$ cat config.mk
export PLATFORM = sky130hd
export DESIGN_NAME = pueo_trig_sequencer
export DESIGN_NICKNAME = d
export VERILOG_FILES = /design/src/rtl/pueo_trig_sequencer_pkg.sv /design/src/rtl/pueo_trig_sequencer_fifo.sv /design/src/rtl/pueo_trig_sequencer.sv
export SDC_FILE = /design/constraint.sdc
export NUM_CORES = 1
export LEC_CHECK = 0
export ABC_AREA = 1
export BUFFER_PORTS_ARGS = -buffer_cell sky130_fd_sc_hd__buf_2
export CORE_ASPECT_RATIO = 0.5
export CORE_MARGIN = 2
export CORE_UTILIZATION = 45
export DETAILED_ROUTE_END_ITERATION = 16
export GPL_ROUTABILITY_DRIVEN = 0
export PLACE_DENSITY_LB_ADDON = 0.3
export SKIP_LAST_GASP = 1
export SLEW_MARGIN = 20
export SYNTH_ARGS = -nofsm -noshare
export SYNTH_HDL_FRONTEND = slang
export SYNTH_SLANG_ARGS = --single-unit
$ cat constraint.sdc
create_clock -name memclk_i -period 3.8 [get_ports memclk_i]
set_input_delay 0.76 -clock memclk_i [delete_from_list [all_inputs] [get_ports memclk_i]]
set_output_delay 0.76 -clock memclk_i [all_outputs]
set_load 0.005 [all_outputs]
$ cat src/rtl/pueo_trig_sequencer_pkg.sv
// Shared types for the memclk trigger sequencer: queue entry layout and readout FSM states.
package pueo_trig_pkg;

    localparam int ADDR_BITS_DEF  = 16;
    localparam int DEPTH_LOG2_DEF = 4;
    localparam int EVNUM_BITS_DEF = 16;
    localparam int LEN_BITS_DEF   = 10;

    typedef struct packed {
        logic [EVNUM_BITS_DEF-1:0] evnum;
        logic [ADDR_BITS_DEF-1:0]  addr;
    } trig_entry_t;

    typedef enum logic [1:0] {
        IDLE  = 2'd0,
        LOAD  = 2'd1,
        BURST = 2'd2,
        GAP   = 2'd3
    } seq_state_t;

endpackage

$ cat src/rtl/pueo_trig_sequencer_fifo.sv
// Single-clock distributed-RAM FIFO: asynchronous head read, registered count/full/empty, sync flush.
module trig_queue_fifo #(
    parameter int WIDTH      = 32,
    parameter int DEPTH_LOG2 = 4
) (
    input  logic                  memclk_i,
    input  logic                  memclk_rst_i,
    input  logic                  flush,
    input  logic                  push,
    input  logic [WIDTH-1:0]      push_data,
    input  logic                  pop,
    output logic [WIDTH-1:0]      head,
    output logic [DEPTH_LOG2:0]   count,
    output logic                  full,
    output logic                  empty
);

    localparam int DEPTH = 1 << DEPTH_LOG2;
    localparam logic [DEPTH_LOG2:0] FULL_COUNT = {1'b1, {DEPTH_LOG2{1'b0}}};

    logic [WIDTH-1:0]      mem [DEPTH];
    logic [DEPTH_LOG2-1:0] wr_ptr;
    logic [DEPTH_LOG2-1:0] rd_ptr;
    logic [DEPTH_LOG2:0]   count_nxt;
    logic                  do_push;
    logic                  do_pop;

    assign do_push = push && !full;
    assign do_pop  = pop && !empty;
    assign head    = mem[rd_ptr];

    always_comb begin
        // NOTE: default assignment first so every path drives count_nxt and no latch is inferred.
        count_nxt = count;
        if (do_push && !do_pop)
            count_nxt = count + 1'b1;
        else if (!do_push && do_pop)
            count_nxt = count - 1'b1;
    end

    // NOTE: the storage array has no reset; only the pointers do, and slots past count are never read.
    always_ff @(posedge memclk_i) begin
        if (do_push)
            mem[wr_ptr] <= push_data;
    end

    // NOTE: sequential state uses non-blocking assignments so all registers update from pre-edge values.
    always_ff @(posedge memclk_i or posedge memclk_rst_i) begin
        if (memclk_rst_i) begin
            wr_ptr <= '0;
            rd_ptr <= '0;
            count  <= '0;
            full   <= 1'b0;
            empty  <= 1'b1;
        end else if (flush) begin
            wr_ptr <= '0;
            rd_ptr <= '0;
            count  <= '0;
            full   <= 1'b0;
            empty  <= 1'b1;
        end else begin
            if (do_push) wr_ptr <= wr_ptr + 1'b1;
            if (do_pop)  rd_ptr <= rd_ptr + 1'b1;
            count <= count_nxt;
            full  <= (count_nxt == FULL_COUNT);
            empty <= (count_nxt == '0);
        end
    end

endmodule

$ cat src/rtl/pueo_trig_sequencer.sv
// Trigger sequencer: offset/holdoff/numbering of triggers, readout queue and URAM address bursts.
// Optional drop counters and queue high-water mark under `define PUEO_TRIG_SEQ_STATS_EN.
module pueo_trig_sequencer
    import pueo_trig_pkg::*;
#(
    parameter int ADDR_BITS  = 16,
    parameter int DEPTH_LOG2 = 4,
    parameter int EVNUM_BITS = 16,
    parameter int LEN_BITS   = 10
) (
    input  logic                  memclk_i,
    input  logic                  memclk_rst_i,
    input  logic                  run_rst_i,
    input  logic                  run_stop_i,
    input  logic [ADDR_BITS-1:0]  trig_time_i,
    input  logic                  trig_valid_i,
    input  logic [ADDR_BITS-1:0]  offset_i,
    input  logic [LEN_BITS-1:0]   len_i,
    input  logic [15:0]           holdoff_i,
    output logic [ADDR_BITS-1:0]  rd_addr_o,
    output logic [EVNUM_BITS-1:0] rd_evnum_o,
    output logic                  rd_valid_o,
    input  logic                  rd_ready_i,
    output logic                  rd_begin_o,
    output logic                  rd_last_o,
    output logic [DEPTH_LOG2:0]   q_count_o,
    output logic                  full_o,
    output logic                  running_o
`ifdef PUEO_TRIG_SEQ_STATS_EN
    ,
    output logic [15:0]           drop_full_cnt_o,
    output logic [15:0]           drop_holdoff_cnt_o,
    output logic [DEPTH_LOG2:0]   hwm_o
`endif
);

    localparam int ENTRY_BITS = EVNUM_BITS + ADDR_BITS;

    logic                  running;
    logic [EVNUM_BITS-1:0] evnum;
    logic [15:0]           holdoff_cnt;
    logic                  trig_seen;
    logic                  push;
    logic                  pop;
    logic [ENTRY_BITS-1:0] push_data;
    logic [ENTRY_BITS-1:0] head;
    logic [DEPTH_LOG2:0]   count;
    logic                  full;
    logic                  empty;

    seq_state_t            state;
    logic [ADDR_BITS-1:0]  addr;
    logic [EVNUM_BITS-1:0] cur_evnum;
    logic [LEN_BITS-1:0]   beats_left;
    logic                  first_beat;

    // A trigger during run_rst_i is discarded along with everything else being cleared.
    assign trig_seen = trig_valid_i && running && !run_rst_i;
    assign push      = trig_seen && !full && (holdoff_cnt == '0);
    assign push_data = {evnum, trig_time_i - offset_i};
    assign pop       = (state == LOAD);

    trig_queue_fifo #(
        .WIDTH      (ENTRY_BITS),
        .DEPTH_LOG2 (DEPTH_LOG2)
    ) u_queue (
        .memclk_i     (memclk_i),
        .memclk_rst_i (memclk_rst_i),
        .flush        (run_rst_i),
        .push         (push),
        .push_data    (push_data),
        .pop          (pop),
        .head         (head),
        .count        (count),
        .full         (full),
        .empty        (empty)
    );

    always_ff @(posedge memclk_i or posedge memclk_rst_i) begin
        if (memclk_rst_i) begin
            running     <= 1'b0;
            evnum       <= '0;
            holdoff_cnt <= '0;
        end else begin
            running <= run_stop_i ? 1'b0 : (run_rst_i ? 1'b1 : running);
            if (run_rst_i) begin
                evnum       <= '0;
                holdoff_cnt <= '0;
            end else begin
                if (trig_seen)
                    evnum <= evnum + 1'b1;
                if (push)
                    holdoff_cnt <= holdoff_i;
                else if (holdoff_cnt != '0)
                    holdoff_cnt <= holdoff_cnt - 1'b1;
            end
        end
    end

    always_ff @(posedge memclk_i or posedge memclk_rst_i) begin
        if (memclk_rst_i) begin
            state      <= IDLE;
            addr       <= '0;
            cur_evnum  <= '0;
            beats_left <= '0;
            first_beat <= 1'b0;
        end else if (run_rst_i) begin
            state      <= IDLE;
            first_beat <= 1'b0;
        end else begin
            case (state)
                IDLE: if (!empty) state <= LOAD;
                LOAD: begin
                    addr       <= head[ADDR_BITS-1:0];
                    cur_evnum  <= head[ENTRY_BITS-1:ADDR_BITS];
                    beats_left <= len_i;
                    first_beat <= 1'b1;
                    state      <= BURST;
                end
                BURST: if (rd_ready_i) begin
                    first_beat <= 1'b0;
                    if (beats_left == '0) begin
                        state <= GAP;
                    end else begin
                        addr       <= addr + 1'b1;
                        beats_left <= beats_left - 1'b1;
                    end
                end
                GAP:     state <= IDLE;
                default: state <= IDLE;
            endcase
        end
    end

    assign rd_valid_o = (state == BURST);
    assign rd_begin_o = rd_valid_o && first_beat;
    assign rd_last_o  = rd_valid_o && (beats_left == '0);
    assign rd_addr_o  = addr;
    assign rd_evnum_o = cur_evnum;
    assign q_count_o  = count;
    assign full_o     = full;
    assign running_o  = running;

`ifdef PUEO_TRIG_SEQ_STATS_EN
    always_ff @(posedge memclk_i or posedge memclk_rst_i) begin
        if (memclk_rst_i) begin
            drop_full_cnt_o    <= '0;
            drop_holdoff_cnt_o <= '0;
            hwm_o              <= '0;
        end else if (run_rst_i) begin
            drop_full_cnt_o    <= '0;
            drop_holdoff_cnt_o <= '0;
            hwm_o              <= '0;
        end else begin
            // A trigger lost to both causes is charged to the full queue.
            if (trig_seen && full && (drop_full_cnt_o != 16'hFFFF))
                drop_full_cnt_o <= drop_full_cnt_o + 1'b1;
            if (trig_seen && !full && (holdoff_cnt != '0) && (drop_holdoff_cnt_o != 16'hFFFF))
                drop_holdoff_cnt_o <= drop_holdoff_cnt_o + 1'b1;
            if (count > hwm_o)
                hwm_o <= count;
        end
    end
`endif

endmodule

# ---- Word level (Yosys, flattened, before mapping)
# Memory sizes are Yosys's and may differ from the RTL's.
# Cells that the tools add are included.
dict set report word_totals {
  mem_bits_ro 0
  register_bits 93
  output_inout_bits 42
  latchBits 0
  mem_bits_rw 512
  mem_count 1
  inputBits 64
  elab_cells 96
}
# memory depth width read_ports rd_ports_with_merged_regs wr line_no
set memory_table {}
lappend memory_table {u_queue.mem 16 32 1 0 1 pueo_trig_sequencer_fifo.sv:21} ;# logic [WIDTH-1:0] mem [DEPTH];
dict set report op_classes {
  div 0
  n_eq_ne 9
  muxes 32
  n_lt_le_gt_ge 0
  shifts 0
  bitwise 1
  reduce_logical 31
  add_sub_neg 9
  multipliers 0
}
# cell n
set op_table {}
lappend op_table {{2-to-1 mux 16 bit} 7}
lappend op_table {{adder 16 x 1 -> 16 bit, second input constant} 2}
lappend op_table {{one-hot mux 16 bit (2 select lines)} 1}
lappend op_table {{2-to-1 mux 10 bit} 2}
lappend op_table {{one-hot mux 10 bit (2 select lines)} 1}
lappend op_table {{logical NOT 16 bit} 1}
lappend op_table {{2-to-1 mux 4 bit} 4}
lappend op_table {{nonzero test 16 bit} 1}
lappend op_table {{subtractor 16 x 1 -> 16 bit, second input constant} 1}
lappend op_table {{subtractor 16 bit} 1}
lappend op_table {{2-to-1 mux 5 bit} 3}
lappend op_table {{logical AND 1 bit} 10}
lappend op_table {{logical NOT 10 bit} 1}
lappend op_table {{nonzero test 2 bit} 5}
lappend op_table {{subtractor 10 x 1 -> 10 bit, second input constant} 1}
lappend op_table {{adder 4 x 1 -> 4 bit, second input constant} 2}
lappend op_table {{2-to-1 mux 1 bit} 8}
lappend op_table {{2-to-1 mux 2 bit} 4}
lappend op_table {{one-hot mux 2 bit (4 select lines)} 1}
lappend op_table {{!= test 3 x 2 -> 1 bit, second input constant} 2}
lappend op_table {{nonzero test 3 bit} 2}
lappend op_table {{adder 5 x 1 -> 5 bit, second input constant} 1}
lappend op_table {{== test 5 bit, second input constant} 1}
lappend op_table {{logical NOT 1 bit} 5}
lappend op_table {{13 further kinds} 15}

# ---- Depth between registers and ports, before layout
dict set report logic_depth {
  depth_word 11
  mapped_depth 13
  ltp_nobuf 13
}

# ---- Cells and area by module
# A second synthesis with hierarchy kept.
dict set report unflattened {
  cells_unflattened 2429
  hier_area_um2 26671.8
}
# mod seq_area_each_um2 n_inst cells_per_inst area_per_inst_um2
set by_module_without_submodules {}
lappend by_module_without_submodules {trig_queue_fifo 15751.4 1 1526 20767.4}
lappend by_module_without_submodules {pueo_trig_sequencer 1951.9 1 903 5904.4}

# ---- Least setup slack after synthesis
# No wires, ideal clock.
dict set report synth_path {
  path_kind {input to register}
  startpoint {input port trig_valid_i}
  endpoint {memory u_queue.mem[11][0], enable pin}
  setup_time_ns 0.421
  required_ns 3.379
  path_buffers 0
  arrival_time_ns 2.853
  cell_stages 6
  path_slack_ns 0.526
  cell_sequence {nand2_2 nor3_4 inv_2 nor2_8 nand3_1 nor2_1}
}
dict set report synth_via {
  elab_chain_len 7
}
# item line_no
set synth_rtl {}
lappend synth_rtl {{start: declaration} pueo_trig_sequencer.sv:16} ;# input logic trig_valid_i,
lappend synth_rtl {{logical AND 1 bit (2 in a row)} pueo_trig_sequencer.sv:58} ;# assign trig_seen = trig_valid_i && running && !run_rst_i;
lappend synth_rtl {{logical AND 1 bit (2 in a row)} pueo_trig_sequencer.sv:59} ;# assign push = trig_seen && !full && (holdoff_cnt == '0);
lappend synth_rtl {{logical AND 1 bit} pueo_trig_sequencer_fifo.sv:28} ;# assign do_push = push && !full;
lappend synth_rtl {{2-to-1 mux 1 bit} pueo_trig_sequencer_fifo.sv:43} ;# if (do_push)
lappend synth_rtl {{2-to-1 mux 1 bit (implied by the code)} pueo_trig_sequencer_fifo.sv:44} ;# mem[wr_ptr] <= push_data;
lappend synth_rtl {{end: declaration} pueo_trig_sequencer_fifo.sv:21}
# No other way between the ends.

# ---- Worst setup path in the final report
dict set report layout_path {
  startpoint {register state[0]}
  endpoint {output port rd_last_o}
}
dict set report layout_via {
  elab_chain_len 2
}
# item line_no
set layout_rtl {}
lappend layout_rtl {{start: declaration} pueo_trig_sequencer.sv:51} ;# seq_state_t state;
lappend layout_rtl {{start signal: assignment} pueo_trig_sequencer.sv:102} ;# state <= IDLE;
lappend layout_rtl {{start signal: assignment} pueo_trig_sequencer.sv:108} ;# state <= IDLE;
lappend layout_rtl {{start signal: assignment} pueo_trig_sequencer.sv:112} ;# IDLE: if (!empty) state <= LOAD;
lappend layout_rtl {{== test 2 bit} pueo_trig_sequencer.sv:135} ;# assign rd_valid_o = (state == BURST);
lappend layout_rtl {{logical AND 1 bit} pueo_trig_sequencer.sv:137} ;# assign rd_last_o = rd_valid_o && (beats_left == '0);
lappend layout_rtl {{end: declaration} pueo_trig_sequencer.sv:25} ;# output logic rd_last_o,
# No other way between the ends.

==> results by group <==
Outcome
  – Status: complete, no violations

STA
  – Tcrit/Tclk final: 0.824
  – Max transition margin: 0.337
  – Maximum operating frequency: 319 MHz
  – Final Max Slew Viols: 0
  – Worst hold slack: 0.297 ns
  – RSZ-0062 raised after global routing: no
  – Fin Clk Skew: 0.0259 ns
  – Worst Max-Slew Pin Slew: 0.995 ns
  – Final hold vios: 0
  – Period minus WS final: 3.13 ns
  – Final TNS setup: 0 ns
  – Setup Viol. Count Final: 0

Route
  – Routed wire length: 67200 µm
  – DR vias/cell: 5.67
  – Routed WL per cell: 21.5 µm
  – WL met2: 30000 µm
  – Post-route ant nets: 0
  – Metal3 WL: 4950 µm
  – Residual DRC: 0
  – DR iter-0 viols: 1994
  – Routed via count: 17700
  – Met1 WL: 31200 µm
  – DRT Pass-1 Iters: 6
  – DR top layer: met4

Setup path
  – Crit start category: register
  – Worst endpoint data arrival time: 2.37 ns
  – CP Class: reg2out
  – CP required: 3.04 ns
  – Critical-path maximum fanout: 24
  – CP endpoint kind: primary output

Synthesis
  – #FFs+latches synth: 605
  – Mapped Cells: 2222
  – Mapped Nets: 2317
  – Number of flops mapped to enable cells by yosys: 512
  – Post-synthesis cell area: 26100 µm²
  – Syn avg cell area: 11.7 µm²
  – Asr flop ratio synth: 0.154
  – Seq/Total Area, Yosys: 0.679
  – Synth Flop Type: edfxtp_1
  – Netlist cell types: 56
  – Synth Warn #: 0

Power
  – Switching Fraction: 0.304
  – Pwr/cell area: 588 nW/µm²
  – Power share of the sequential group: 0.467
  – Internal: 0.0120 W
  – Net switching power: 0.00526 W
  – Max IR drop VDD: 0.341 mV
  – Clock Power Share: 0.322
  – P_leak: 10.7 nW
  – Combinational power share: 0.211

Finish
  – Fillers: 4893
  – Non-filler cells in the finished layout: 3129
  – Sequential Area: 17700 µm²
  – Proportion of layout cells with a drive suffix above 1: 0.138
  – Area delta synth->final: 12.8%
  – Antenna cell count: 0
  – Multi-input logic area: 7430 µm²
  – Nets@finish: 2411
  – Final instance area: 29400 µm²

CTS
  – Maximum root-to-sink buffer count: 3
  – Clock Pin Slew Worst Setup and Hold Paths: 0.07 ns
  – CTS H-tree depth: 2
  – Post-CTS Resized: 0
  – CTS Root Cell: clkbuf_16
  – Postcts setup bufs: 0
  – Hold buffers post-CTS: 0
  – Clock tree from TritonCTS: yes
  – CTS sink count: 605
  – Worst-skew pair later-pin latency: 0.60 ns
  – CTS buffer count: 54

Floorplanning
  – Chip width: 344 µm
  – Num rows: 62
  – Core box area: 57300 µm²
  – Die area: 60000 µm²
  – Initial Utilization: 0.455
  – Die H: 174 µm
  – IO Count: 106

Placement
  – Post-DP HPWL: 39200 µm
  – Placed cell area: 27600 µm²
  – IO Port Bufs: 105
  – Inst Count DP: 3028

Global route
  – First-pass GRT wire length: 101000 µm
  – Initial antenna violation count: 0
  – Largest net degree at the start of global routing: 123
  – Global route overflow: 0
  – Vias in the first global route: 16800
  – Total global-route track usage: 0.221

Worst hold path
  – Min-delay worst type: in2reg

Job
  – Max-cap violations: 0
[final timing paths]
path | to | start | cells after the start | slack, ns
max | rd_last_o | state[0] | 6 | 0.67
min | running_o | run_stop_i | 2 | 0.30
max reg2reg | u_queue.mem[1][0] | holdoff_cnt[0] | 9 | 0.94
min reg2reg | state[1] | state[1] | 2 | 0.54
max in group asynchronous | u_queue.rd_ptr[0] | memclk_rst_i | 2 | 2.66
min in group asynchronous | holdoff_cnt[10] | memclk_rst_i | 2 | 0.39
[synth_stat cells (10+ instances only)]
cell	n	share of area
o221ai_1	57	0.019
o22ai_1	28	0.0067
dfrtp_1	92	0.088
nand4_1	10	0.0024
edfxtp_1	512	0.59
nor2_2	11	0.0026
nand2_1	207	0.030
buf_6	11	0.0047
o211ai_1	49	0.014
nor2_1	379	0.055
inv_1	101	0.015
nand3_1	91	0.017
xor2_1	27	0.0091
clkbuf_1	45	0.0065
o21ai_0	258	0.050
a21oi_1	61	0.012
buf_4	23	0.0066
a31oi_1	25	0.0060
ha_1	30	0.014
o21ai_1	65	0.012
buf_2	40	0.0077
[registers in the layout, indices dropped and copies added, names as in the netlist]
register and flops:
evnum 16, u_queue.mem 512, u_queue.count 5, holdoff_cnt 16
u_queue.rd_ptr 4, rd_evnum_o 16, u_queue.wr_ptr 4, rd_addr_o 16
first_beat 1, u_queue.full 1, state 2, beats_left 10
running_o 1, u_queue.empty 1
[per-stage QoR]
| step | power, W | util | setup slack [ns] |
|---|---|---|---|
| final | 0.0173 | 0.513 | 0.668 |
| after global routing | 0.0181 | 0.513 | 0.559 |
| after CTS | 0.0174 | 0.513 | 0.654 |
| after detailed placement | 0.0118 | 0.482 | 0.254 |
| after global placement | 0.0118 | 0.481 | 0.196 |
| after floorplan | 0.0107 | - | 0.526 |
[cell usage in the layout (no fill, tap or decap), types with 15 or more instances in the layout]
cell,count
o21ai_1,65
dfrtp_1,89
o21ai_0,258
o211ai_1,49
nand3_1,91
nand2_1,207
a21oi_1,61
buf_4,46
clkbuf_1,15
clkbuf_16,57
xor2_1,24
a31oi_1,25
o221ai_1,57
nor2_4,22
nor2_1,362
o22ai_1,28
ha_1,30
inv_1,100
edfxtp_1,512
buf_2,105
[critical path, stage by stage (launching register included)]
cell and delay, ns:
dfrtp_1 0.38, inv_1 0.09, ha_1 0.48, buf_4 0.39, nand3_2 0.17, inv_1 0.12
buf_2 0.12
[cell families after synthesis]
logic type                 Yosys count  synth area share
and+or+nand+nor                    742             0.122
DFF                                605             0.679
AOI/OAI and AO/OA                  571             0.129
buffers and inverters              235            0.0425
xor gates and xnor gates            35            0.0118
adders and majority gates           31            0.0152
muxes                                3           0.00115
[final cells by class]
| cell class | instances | area share |
|---|---|---|
| inverter | 110 | 0.0144 |
| tap | 768 | 0.0327 |
| clock buffer | 73 | 0.0509 |
| multi-input combinational | 1382 | 0.253 |
| sequential | 605 | 0.602 |
| clock inverter | 28 | 0.00944 |
| timing repair buffer | 163 | 0.0378 |
[layer usage]
layer | GRT usage | up-vias
li1 | - | 8190
met1 | 0.334 | 8807
met2 | 0.340 | 659
met4 | 0.0417 | 0
met5 | 0 | -
met3 | 0.0366 | 70
[power groups by stage]
| stage | Sequential, W | Combinational, W | Clock, W |
|---|---|---|---|
| after floorplan | 0.00809 | 0.00263 | 0 |
| after global placement | 0.00820 | 0.00357 | 0 |
| after detailed placement | 0.00822 | 0.00363 | 0 |
| after CTS | 0.00808 | 0.00364 | 0.00563 |
| after global routing | 0.00812 | 0.00409 | 0.00589 |
| final | 0.00807 | 0.00364 | 0.00556 |
Note: power is estimated with default switching activity, not from simulation.
